--- config.mk ---
export PLATFORM = sky130hd
export DESIGN_NAME = cdb_writeback_arbiter_flat
export DESIGN_NICKNAME = d
export VERILOG_FILES = /design/src/rtl/cdb_writeback_arbiter_pkg.sv /design/src/rtl/cdb_writeback_arbiter_if.sv /design/src/rtl/cdb_writeback_arbiter_fifo.sv /design/src/rtl/cdb_writeback_arbiter.sv /design/src/flat_wrapper.sv
export SDC_FILE = /design/constraint.sdc
export NUM_CORES = 1
export LEC_CHECK = 0
export ABC_AREA = 0
export CAP_MARGIN = 20
export CELL_PAD_IN_SITES_DETAIL_PLACEMENT = 0
export CELL_PAD_IN_SITES_GLOBAL_PLACEMENT = 1
export CORE_ASPECT_RATIO = 1.25
export CORE_MARGIN = 1
export CORE_UTILIZATION = 46
export DETAILED_ROUTE_END_ITERATION = 10
export PLACE_DENSITY = 0.9
export SLEW_MARGIN = 20
export SYNTH_ARGS = -nofsm -noshare
export SYNTH_HDL_FRONTEND = slang
export SYNTH_SLANG_ARGS = --single-unit
--- constraint.sdc ---
create_clock -name clk -period 5.1 [get_ports clk]
set_clock_uncertainty 0.1 [all_clocks]
set_input_delay 1.02 -clock clk [delete_from_list [all_inputs] [get_ports clk]]
set_output_delay 1.02 -clock clk [all_outputs]
set_load 0.02 [all_outputs]
--- src/rtl/cdb_writeback_arbiter_pkg.sv ---
// Shared constants, CDB entry type and tag field helpers for the writeback path.
// Tag layout: RS id in the upper bits, RS row index in the lower bits.
package cdb_writeback_arbiter_pkg;

  localparam int DEF_BITWIDTH   = 32;
  localparam int DEF_NRALUOP    = 8;
  localparam int DEF_RS_DEPTH   = 8;
  localparam int DEF_FIFO_DEPTH = 2;
  localparam int CDB_ROW_W      = $clog2(DEF_RS_DEPTH);
  localparam int CDB_TAG_W      = $clog2(DEF_NRALUOP) + CDB_ROW_W;

  typedef struct packed {
    logic [CDB_TAG_W-1:0]    tag;
    logic [DEF_BITWIDTH-1:0] data;
  } cdb_entry_t;

  function automatic logic [CDB_TAG_W-CDB_ROW_W-1:0] tag_rs_id(input logic [CDB_TAG_W-1:0] tag);
    return tag[CDB_TAG_W-1:CDB_ROW_W];
  endfunction

  function automatic logic [CDB_ROW_W-1:0] tag_row(input logic [CDB_TAG_W-1:0] tag);
    return tag[CDB_ROW_W-1:0];
  endfunction

endpackage

--- src/rtl/cdb_writeback_arbiter_if.sv ---
// Result-port and CDB broadcast bundle between the processing elements and the arbiter.
// master = result producers / CDB snoopers, slave = the arbiter.
interface cdb_writeback_arbiter_if
  import cdb_writeback_arbiter_pkg::*;
#(
  parameter int NRALUOP  = DEF_NRALUOP,
  parameter int TAG_W    = CDB_TAG_W,
  parameter int BITWIDTH = DEF_BITWIDTH
);

  logic [NRALUOP-1:0]                res_valid;
  logic [NRALUOP-1:0][TAG_W-1:0]     res_tag;
  logic [NRALUOP-1:0][BITWIDTH-1:0]  res_data;
  logic [NRALUOP-1:0]                res_ready;
  logic                              cdb_valid;
  logic [TAG_W-1:0]                  cdb_tag;
  logic [BITWIDTH-1:0]               cdb_data;
  logic [$clog2(NRALUOP)-1:0]        cdb_src;

  modport master (
    output res_valid, res_tag, res_data,
    input  res_ready, cdb_valid, cdb_tag, cdb_data, cdb_src
  );

  modport slave (
    input  res_valid, res_tag, res_data,
    output res_ready, cdb_valid, cdb_tag, cdb_data, cdb_src
  );

endinterface

--- src/rtl/cdb_writeback_arbiter_fifo.sv ---
// Per-unit result buffer; full/empty derive from wrap-bit pointers, no bypass.
// Caller gates push/pop; a full buffer ignores push even when popped the same cycle.
module cdb_fifo #(
  parameter type T     = logic,
  parameter int  DEPTH = 2
) (
  input  logic clk,
  input  logic rst,
  input  logic flush,
  input  logic push,
  input  logic pop,
  input  T     din,
  output T     dout,
  output logic full,
  output logic empty
);

  localparam int AW = $clog2(DEPTH);

  logic [AW:0] r_wr_ptr;
  logic [AW:0] r_rd_ptr;
  T            r_mem [DEPTH];
  logic        w_do_push;
  logic        w_do_pop;

  assign empty     = (r_wr_ptr == r_rd_ptr);
  assign full      = (r_wr_ptr[AW] != r_rd_ptr[AW]) && (r_wr_ptr[AW-1:0] == r_rd_ptr[AW-1:0]);
  assign dout      = r_mem[r_rd_ptr[AW-1:0]];
  assign w_do_push = push && !full && !flush;
  assign w_do_pop  = pop && !empty && !flush;

  always_ff @(posedge clk or posedge rst) begin
    if (rst) begin
      r_wr_ptr <= '0;
      r_rd_ptr <= '0;
    end else if (flush) begin
      r_wr_ptr <= '0;
      r_rd_ptr <= '0;
    end else begin
      if (w_do_push) r_wr_ptr <= r_wr_ptr + (AW+1)'(1);
      if (w_do_pop)  r_rd_ptr <= r_rd_ptr + (AW+1)'(1);
    end
  end

  always_ff @(posedge clk) begin
    if (w_do_push) r_mem[r_wr_ptr[AW-1:0]] <= din;
  end

endmodule

--- src/rtl/cdb_writeback_arbiter.sv ---
// Buffers per-unit results and broadcasts one {tag,data} per cycle on the CDB, round-robin.
// Registered CDB output; res_ready depends only on registered occupancy and en.
module cdb_writeback_arbiter
  import cdb_writeback_arbiter_pkg::*;
#(
  parameter int BITWIDTH   = DEF_BITWIDTH,
  parameter int NRALUOP    = DEF_NRALUOP,
  parameter int RS_DEPTH   = DEF_RS_DEPTH,
  parameter int FIFO_DEPTH = DEF_FIFO_DEPTH
) (
  input  logic clk,
  input  logic rst,
  input  logic i_en,
  input  logic i_flush,
  cdb_writeback_arbiter_if.slave bus
);

  localparam int TAG_W = $clog2(NRALUOP) + $clog2(RS_DEPTH);
  localparam int SRC_W = $clog2(NRALUOP);

  typedef struct packed {
    logic [TAG_W-1:0]    tag;
    logic [BITWIDTH-1:0] data;
  } entry_t;

  entry_t              w_head [NRALUOP];
  logic [NRALUOP-1:0]  w_full;
  logic [NRALUOP-1:0]  w_empty;
  logic [NRALUOP-1:0]  w_ready;
  logic [NRALUOP-1:0]  w_push;
  logic [NRALUOP-1:0]  w_pop;
  logic                w_win_vld;
  logic [SRC_W-1:0]    w_win;

  logic [SRC_W-1:0]    r_rr_ptr;
  logic                r_cdb_valid;
  logic [TAG_W-1:0]    r_cdb_tag;
  logic [BITWIDTH-1:0] r_cdb_data;
  logic [SRC_W-1:0]    r_cdb_src;

  assign w_ready       = {NRALUOP{i_en}} & ~w_full;
  assign w_push        = bus.res_valid & w_ready & {NRALUOP{~i_flush}};
  assign bus.res_ready = w_ready;

  for (genvar gi = 0; gi < NRALUOP; gi++) begin : g_buf
    cdb_fifo #(
      .T     (entry_t),
      .DEPTH (FIFO_DEPTH)
    ) u_fifo (
      .clk   (clk),
      .rst   (rst),
      .flush (i_flush),
      .push  (w_push[gi]),
      .pop   (w_pop[gi]),
      .din   ({bus.res_tag[gi], bus.res_data[gi]}),
      .dout  (w_head[gi]),
      .full  (w_full[gi]),
      .empty (w_empty[gi])
    );
  end

  // Walk downward so the lowest offset from rr_ptr is the final (winning) assignment.
  always_comb begin
    int idx;
    w_win_vld = 1'b0;
    w_win     = '0;
    for (int k = NRALUOP - 1; k >= 0; k--) begin
      idx = int'(r_rr_ptr) + k;
      if (idx >= NRALUOP) idx = idx - NRALUOP;
      if (!w_empty[idx]) begin
        w_win_vld = 1'b1;
        w_win     = SRC_W'(idx);
      end
    end
  end

  assign w_pop = (w_win_vld && i_en && !i_flush)
               ? ({{(NRALUOP-1){1'b0}}, 1'b1} << w_win)
               : '0;

  always_ff @(posedge clk or posedge rst) begin
    if (rst) begin
      r_rr_ptr    <= '0;
      r_cdb_valid <= 1'b0;
      r_cdb_tag   <= '0;
      r_cdb_data  <= '0;
      r_cdb_src   <= '0;
    end else if (i_flush) begin
      r_rr_ptr    <= '0;
      r_cdb_valid <= 1'b0;
    end else if (!i_en) begin
      r_cdb_valid <= 1'b0;
    end else if (w_win_vld) begin
      r_cdb_valid <= 1'b1;
      r_cdb_tag   <= w_head[w_win].tag;
      r_cdb_data  <= w_head[w_win].data;
      r_cdb_src   <= w_win;
      r_rr_ptr    <= (w_win == SRC_W'(NRALUOP - 1)) ? '0 : w_win + SRC_W'(1);
    end else begin
      r_cdb_valid <= 1'b0;
    end
  end

  assign bus.cdb_valid = r_cdb_valid;
  assign bus.cdb_tag   = r_cdb_tag;
  assign bus.cdb_data  = r_cdb_data;
  assign bus.cdb_src   = r_cdb_src;

endmodule

--- src/flat_wrapper.sv ---
// flat-port wrapper written by rule: the top's interface ports become plain ports
module cdb_writeback_arbiter_flat import cdb_writeback_arbiter_pkg::*;
#(
  parameter int BITWIDTH   = DEF_BITWIDTH,
  parameter int NRALUOP    = DEF_NRALUOP,
  parameter int RS_DEPTH   = DEF_RS_DEPTH,
  parameter int FIFO_DEPTH = DEF_FIFO_DEPTH
)
  (clk, rst, i_en, i_flush, bus_res_valid, bus_res_tag, bus_res_data, bus_res_ready, bus_cdb_valid, bus_cdb_tag, bus_cdb_data, bus_cdb_src);
  cdb_writeback_arbiter_if #(.NRALUOP(NRALUOP), .BITWIDTH(BITWIDTH)) bus_i ();
  input  logic clk;
  input  logic rst;
  input  logic i_en;
  input  logic i_flush;
  input wire logic [$bits(bus_i.res_valid)-1:0] bus_res_valid;
  input wire logic [$bits(bus_i.res_tag)-1:0] bus_res_tag;
  input wire logic [$bits(bus_i.res_data)-1:0] bus_res_data;
  output wire logic [$bits(bus_i.res_ready)-1:0] bus_res_ready;
  output wire logic [$bits(bus_i.cdb_valid)-1:0] bus_cdb_valid;
  output wire logic [$bits(bus_i.cdb_tag)-1:0] bus_cdb_tag;
  output wire logic [$bits(bus_i.cdb_data)-1:0] bus_cdb_data;
  output wire logic [$bits(bus_i.cdb_src)-1:0] bus_cdb_src;
  assign bus_i.res_valid = bus_res_valid;
  assign bus_i.res_tag = bus_res_tag;
  assign bus_i.res_data = bus_res_data;
  assign bus_res_ready = bus_i.res_ready;
  assign bus_cdb_valid = bus_i.cdb_valid;
  assign bus_cdb_tag = bus_i.cdb_tag;
  assign bus_cdb_data = bus_i.cdb_data;
  assign bus_cdb_src = bus_i.cdb_src;
  cdb_writeback_arbiter #(.BITWIDTH(BITWIDTH), .NRALUOP(NRALUOP), .RS_DEPTH(RS_DEPTH), .FIFO_DEPTH(FIFO_DEPTH)) u_core (.clk(clk), .rst(rst), .i_en(i_en), .i_flush(i_flush), .bus(bus_i));
endmodule
Word level (Yosys, flattened, before mapping) --
Memories as Yosys holds them, arrays and structs flattened. Cells that the tools add are included.
Storage, ports and cells: register bits 77, latch bits 0, memory bits (writable) 608, memory bits (read-only) 0, bits of input ports 316, memories 8
Cells by class: add/sub/neg operators 32, multiply operators 0, div/mod/pow operators 0, order comparisons 17, equality and inequality tests 25, shifts and indexed selects 1, multiplexer cells 107, bitwise logic cells 6, reductions and logical operators 79
Memory list:
- u_core.g_buf[0].u_fifo.r_mem | depth 2, width 38, rd ports 1, clocked after Yosys merged registers in 0, write ports 1, line cdb_writeback_arbiter_fifo.sv:22 | T r_mem [DEPTH];
- u_core.g_buf[1].u_fifo.r_mem | depth 2, width 38, rd ports 1, clocked after Yosys merged registers in 0, write ports 1, line cdb_writeback_arbiter_fifo.sv:22
- u_core.g_buf[2].u_fifo.r_mem | depth 2, width 38, rd ports 1, clocked after Yosys merged registers in 0, write ports 1, line cdb_writeback_arbiter_fifo.sv:22
- u_core.g_buf[3].u_fifo.r_mem | depth 2, width 38, rd ports 1, clocked after Yosys merged registers in 0, write ports 1, line cdb_writeback_arbiter_fifo.sv:22
- u_core.g_buf[4].u_fifo.r_mem | depth 2, width 38, rd ports 1, clocked after Yosys merged registers in 0, write ports 1, line cdb_writeback_arbiter_fifo.sv:22
- u_core.g_buf[5].u_fifo.r_mem | depth 2, width 38, rd ports 1, clocked after Yosys merged registers in 0, write ports 1, line cdb_writeback_arbiter_fifo.sv:22
- +2 memories
Operator list (number):
- 32-bit by 5-bit less-than comparator with 1-bit output, second input constant | 8
- 32-bit two-way mux | 8
- 32-bit by 5-bit >= comparator with 1-bit output, second input constant | 7
- 32-bit by 5-bit subtractor with 32-bit output, second input constant | 7
- 38-bit binary-select mux with 3-bit select | 1
- 38-bit two-way mux | 2
- 2-bit two-way mux | 32
- 1-bit two-way mux | 43
- 1-bit logical AND | 42
- 3-bit two-way mux | 12
- 2-bit nonzero test | 18
- 2-bit by 1-bit adder with 2-bit output, second input constant | 16
- 8-bit bitwise AND | 3
- 1-bit binary-select mux with 3-bit select | 8
- 1-bit zero test | 17
- 3-bit by 3-bit adder with 4-bit output, second input constant | 4
- 2-bit equality test | 8
- 3-bit by 2-bit adder with 4-bit output, second input constant | 2
- 1-bit equality test | 8
- 8-bit two-way mux | 1
- 1-bit inequality test | 8
- 8-bit NOT | 1
- 1-bit by 3-bit left shift with 8-bit output, first input constant | 1
- 3-bit by 4-bit subtractor with 5-bit output, second input constant | 1
- other kinds (9) | 9

Logic depth before layout (Yosys ltp) --
word-level depth 21, depth in mapped cells 18, gate-level depth less buffers 14

Modules after synthesis --
A second synthesis with hierarchy kept.
Second synthesis, totals: cells, all modules 1895, area total of the unflattened synthesis 29301.9 sq um
Modules (own cells, without submodules):
- cdb_fifo | times used 8, cells each 151, area an instance 3015.4 sq um, sequential area each 2382.3 sq um
- cdb_writeback_arbiter | times used 1, cells each 687, area an instance 5178.7 sq um, sequential area each 1126.1 sq um

Worst setup path before layout --
No wires, ideal clock.
path type input -> register, start input port i_en, end memory u_core.g_buf[4].u_fifo.r_mem[1][0] in the netlist's numbering (enable), setup time 493 ps, arrival time 4725 ps, required time 4507 ps, path slack -219 ps, cell stages on the path 4, cell sequence clkinv_1 > a21oi_1 > nand2_1 > nor3b_1
Between the ends: word-level cells in the longest chain between the ends 7
RTL lines:
- start, declared | line flat_wrapper.sv:13 | input logic i_en;
- 8-bit bitwise AND | line cdb_writeback_arbiter.sv:41 | assign w_ready = {NRALUOP{i_en}} & ~w_full;
- net bus_res_ready[4] | line flat_wrapper.sv:18 | output wire logic [$bits(bus_i.res_ready)-1:0] bus_res_ready;
- 8-bit bitwise AND (2 in a row) | line cdb_writeback_arbiter.sv:42 | assign w_push = bus.res_valid & w_ready & {NRALUOP{~i_flush}};
- 1-bit logical AND (2 in a row) | line cdb_writeback_arbiter_fifo.sv:29 | assign w_do_push = push && !full && !flush;
- 1-bit two-way mux | line cdb_writeback_arbiter_fifo.sv:46 | if (w_do_push) r_mem[r_wr_ptr[AW-1:0]] <= din;
- 1-bit two-way mux (not written as such) | line cdb_writeback_arbiter_fifo.sv:46
- end, declared | line cdb_writeback_arbiter_fifo.sv:22
The timed path passes the listed nets, and every way through them passes these cells.

Worst setup path after layout --
start register u_core.r_rr_ptr[0], end register u_core.r_cdb_data[29], in the netlist u_core.bus.cdb_data[29]
Between the ends: word-level cells in the longest chain between the ends 18, elaborated cells between the ends (all ways) 76, those cells by class add/sub (15); order compare (8); mux (51); bitwise (1); reduce/logical (1)
RTL lines:
- start, declared | line cdb_writeback_arbiter.sv:35 | logic [SRC_W-1:0] r_rr_ptr;
- start signal, assigned | line cdb_writeback_arbiter.sv:98 | r_rr_ptr <= (w_win == SRC_W'(NRALUOP - 1)) ? '0 : w_win + SRC_W'(1);
- 3-bit by 3-bit adder with 4-bit output | line cdb_writeback_arbiter.sv:68 | idx = int'(r_rr_ptr) + k;
- 32-bit by 5-bit subtractor with 32-bit output or 32-bit by 5-bit >= comparator with 1-bit output (tied branches) | line cdb_writeback_arbiter.sv:69 | if (idx >= NRALUOP) idx = idx - NRALUOP;
- 32-bit two-way mux | line cdb_writeback_arbiter.sv:69
- 1-bit binary-select mux with 3-bit select | line cdb_writeback_arbiter.sv:70 | if (!w_empty[idx]) begin
- 1-bit two-way mux (not written as such) (2 in a row) | line cdb_writeback_arbiter.sv:70
- 3-bit two-way mux (8 in a row) | line cdb_writeback_arbiter.sv:70
- 3-bit NOT with 4-bit output (not written as such) | line cdb_writeback_arbiter.sv:96 | r_cdb_data <= w_head[w_win].data;
- 38-bit binary-select mux with 3-bit select | line cdb_writeback_arbiter.sv:96
- 38-bit two-way mux (2 in a row)
- end signal, assigned | line cdb_writeback_arbiter.sv:96
- end, declared | line cdb_writeback_arbiter.sv:38 | logic [BITWIDTH-1:0] r_cdb_data;
Parallel ways exist; a longest one is shown, timed or not. The select of a mux whose other input is x is not followed. A chain may end at the register's enable or synchronous reset.

==> metrics.md <==
| Metric | Value |
|---|---|
| Mapped Cells | 1,849 |
| Beginning of the critical path | u_core.r_rr_ptr[0] |
| Leak Pwr | 11.77 nW |
| Minimum clock period | 4.537 ns |
| Die Height | 279.0 microns |
| Die ar. | 62,390 sq um |
| CTS tree | built |
| DR vias/cell | 5.674 |
| PnR Total Power | 23.56 mW |
| Synthesized flop and latch total | 685 |
| Final WL | 81,740 microns |
| R2R setup slack | 0.56 ns |
| Routed len/inst | 26.63 microns |
| Initial core utilization | 46.55% |
| Most Frequent Cell on Critical Path | buf_4 |
| Width of the die | 223.6 microns |
| Final std cells w/o fill | 3,069 |
| Worst Setup Start Kind | flop |
| Register area | 20,190 sq um |
| 1st-iter DRT viols | 1,538 |
| Cell area after synthesis | 28,240 sq um |
| Worst path arrival time | 4.95 ns |
| Initial antenna violation count | 11 |
| Max Clk Rate | 220.4 MHz |
| Crit path cell chain | inv_2, ha_1, buf_4, nand2b_1, nor3_1, or4_4, o211ai_1, a221oi_1, a211oi_1, or2_1, and2_2, buf_4, nand3_1, a41oi_1 |
| Max-slew headroom | 40.50% |
| Htree depth | 3 |
| Final period util | 88.97% |
| Largest family of logic cells by synthesized area | multiplexers |
| Simple-gate area share of the yosys netlist | 7.493% |
| Worst reg2reg startpoint | u_core.r_rr_ptr[0] |
| Synthesized Nets | 2,169 |
| Layout cells sized above 1 | 9.747% |
| Synth Area per Inst | 15.27 sq um |
| DP Wirelength | 56,020 microns |
| Unrepaired setup endpoints after global routing | no |
| CP max FO | 21 |
| Synth Flop Type | edfxtp_1 |
| Area growth syn-to-layout | 25.50% |
| Via count | 17,410 |
| Row count | 101 |
| Final Util | 58.43% |
| Area of the multi-input gates | 7634 sq um |
| Total Routing Usage GR | 26.31% |
| DRC errors left | 0 |
| Pre-antenna DRT Iters | 5 |
| Compound-Gate Fraction of Synth Area | 4.045% |
| MaxCap Viol Count | 0 |
| Post-Synth Adder-Cell Area | 0.1772% |
| Synth unique cells | 67 |
| Status | finished, final reports clean |
| Xor and xnor fraction of the mapped netlist area | 1.520% |
| Input/output buffers | 365 |
| Clk root buf | clkbuf_16 |
| Setup repair bufs after CTS | 0 |
| Crit path to | u_core.bus.cdb_data[29] |
| Clock slew at reported path FFs | 0.06 ns |
| Worst Hold Slack | 0.4325 ns |
| Maximum number of pins on one net before global-route repair | 71 |
| Worst R2R Path Depth | 14 |
| Post-CTS sizing | 0 |
| Post-synthesis sequential area ratio | 71.48% |
| WP data required | 5.51 ns |
| Placed Cells | 2,941 |
| Synth warnings | 0 |
| Fillers | 4,590 |
| Crit end category | flop |
| Global-route wire length before repair | 117,200 microns |
| Type of the worst setup path | flop to flop |
| Min-delay worst type | flop to flop |
| Clock sink count | 685 |
| Total gr overflow | 0 |
| Worst slack, placed | 0.5922 ns |
| Least-Margin Pin Slew | 0.8924 ns |
| Core region area | 60,660 sq um |
| RR Endpoint | u_core.bus.cdb_data[29] |
| Nets | 2,557 |
| Final hold vios | 0 |
| Bufs on Longest Clock Path | 3 |
| Final instance area | 35,440 sq um |
| CTS buffer count | 66 |
| Vias in the first global route | 17,820 |
| Setup TNS | 0 ns |
| GPL Wtd Cong | 0.9499 |
| Total power per unit cell area | 664.7 nW/um^2 |
| Remaining antenna violation count | 0 |
| Setup violators final | 0 |
| Crit-path max cell delay | 0.64 ns |
| Worst-Skew Late Latency | 0.61 ns |
| I/O pin count | 366 |
| # hold bufs at CTS | 0 |
| Post-synth EDFFs | 608 |
| CP max stage cell | and2_2 |
| Setup ws final | 0.5627 ns |
| Post-synthesis mux area share | 13.27% |
| Asr flop ratio synth | 11.24% |
| Slew Limit Fails | 0 |
| VDD IR max | 0.7848 mV |
| DP Area | 33,120 sq um |
cells by family (layout without fill, tap and decap cells):
kind of cell	Yosys count	after routing
xor+xnor	49	49
flops	685	685
fa+ha+maj	4	4
compound gates	140	140
other cells	0	9
mux	360	360
simple gates	480	480
buf+inv	131	570
per-layer routing:
metal,GRT usage (%),vias up,wire [microns]
met2,46.49,722,42890
met5,0,-,39
li1,-,7788,-
met1,30.52,8752,29720
met3,4.188,145,4922
met4,14.44,6,4162
power breakdown:
part           internal (mW)  leakage [nW]  switching (mW)  total, mW
sequential              6.47          6.46           0.262       6.73
combinational           4.00          4.20            7.68       11.7
clock                   3.02          1.11            2.13       5.14
total                   13.5          11.8            10.1       23.6
layout make-up:
class | count | share of cell area [%]
tap | 772 | 2.726
clock inverter | 39 | 1.370
timing repair buffer | 429 | 11.97
sequential | 685 | 56.98
clock buffer | 80 | 5.105
antenna | 9 | 0.06355
multi-input combinational | 1033 | 21.54
inverter | 22 | 0.2471
sequential cells by signal (all words and copies together) (netlist names):
register,count
u_core.bus.cdb_data,32
u_core.bus.cdb_src,3
u_core.bus.cdb_tag,6
u_core.bus.cdb_valid,1
u_core.g_buf.u_fifo.r_mem,608
u_core.g_buf.u_fifo.r_rd_ptr,16
u_core.g_buf.u_fifo.r_wr_ptr,16
u_core.r_rr_ptr,3
worst max-delay path, delay by kind of cell (launching register included):
kind	cells	cell delay (ns)
simple gates	6	1.91
compound gates	4	0.92
buf+inv	3	0.77
flops	1	0.39
fa+ha+maj	1	0.34
cells in the final DEF (no fill, tap or decap), types with 16 or more instances in the layout:
cell type / netlist / final
mux2i_1: 347 / 347
xor2_1: 33 / 33
a21oi_1: 18 / 17
dfrtp_1: 77 / 69
a41oi_1: 37 / 37
clkdlybuf4s50_1: 0 / 364
buf_4: 3 / 55
xnor2_1: 16 / 16
edfxtp_1: 608 / 608
clkbuf_16: 0 / 70
nand2_1: 245 / 245
nor2_1: 86 / 86
a32oi_1: 37 / 37
nand3_1: 85 / 85
inv_1: 18 / 17
cells in the mapped netlist (16+ instances only):
master	count	area share [%]
edfxtp_1	608	65
a32oi_1	37	1.1
mux2i_1	347	12
a41oi_1	37	1.1
nand2_1	245	3.3
dfrtp_1	77	6.8
nor3_1	18	0.32
xor2_1	33	1.0
nand3_1	85	1.5
buf_2	28	0.50
clkbuf_1	66	0.88
inv_1	18	0.24
nor2_1	86	1.1
a21oi_1	18	0.32
xnor2_1	16	0.50
worst min path at each step:
stage	start	to	slack [ns]	cells after the start
finish	u_core.bus.cdb_src[0]	u_core.bus.cdb_src[0]	0.43	2
global route	u_core.bus.cdb_src[0]	u_core.bus.cdb_src[0]	0.45	2
CTS	u_core.bus.cdb_src[0]	u_core.bus.cdb_src[0]	0.43	2
detailed placement	u_core.bus.cdb_src[0]	u_core.bus.cdb_src[0]	0.41	2
global placement	u_core.bus.cdb_src[1]	u_core.bus.cdb_src[1]	0.42	2
floorplan	u_core.g_buf[0].u_fifo.r_wr_ptr[1]	u_core.g_buf[0].u_fifo.r_wr_ptr[1]	0.42	2
Power figures use the tool's default switching activity.
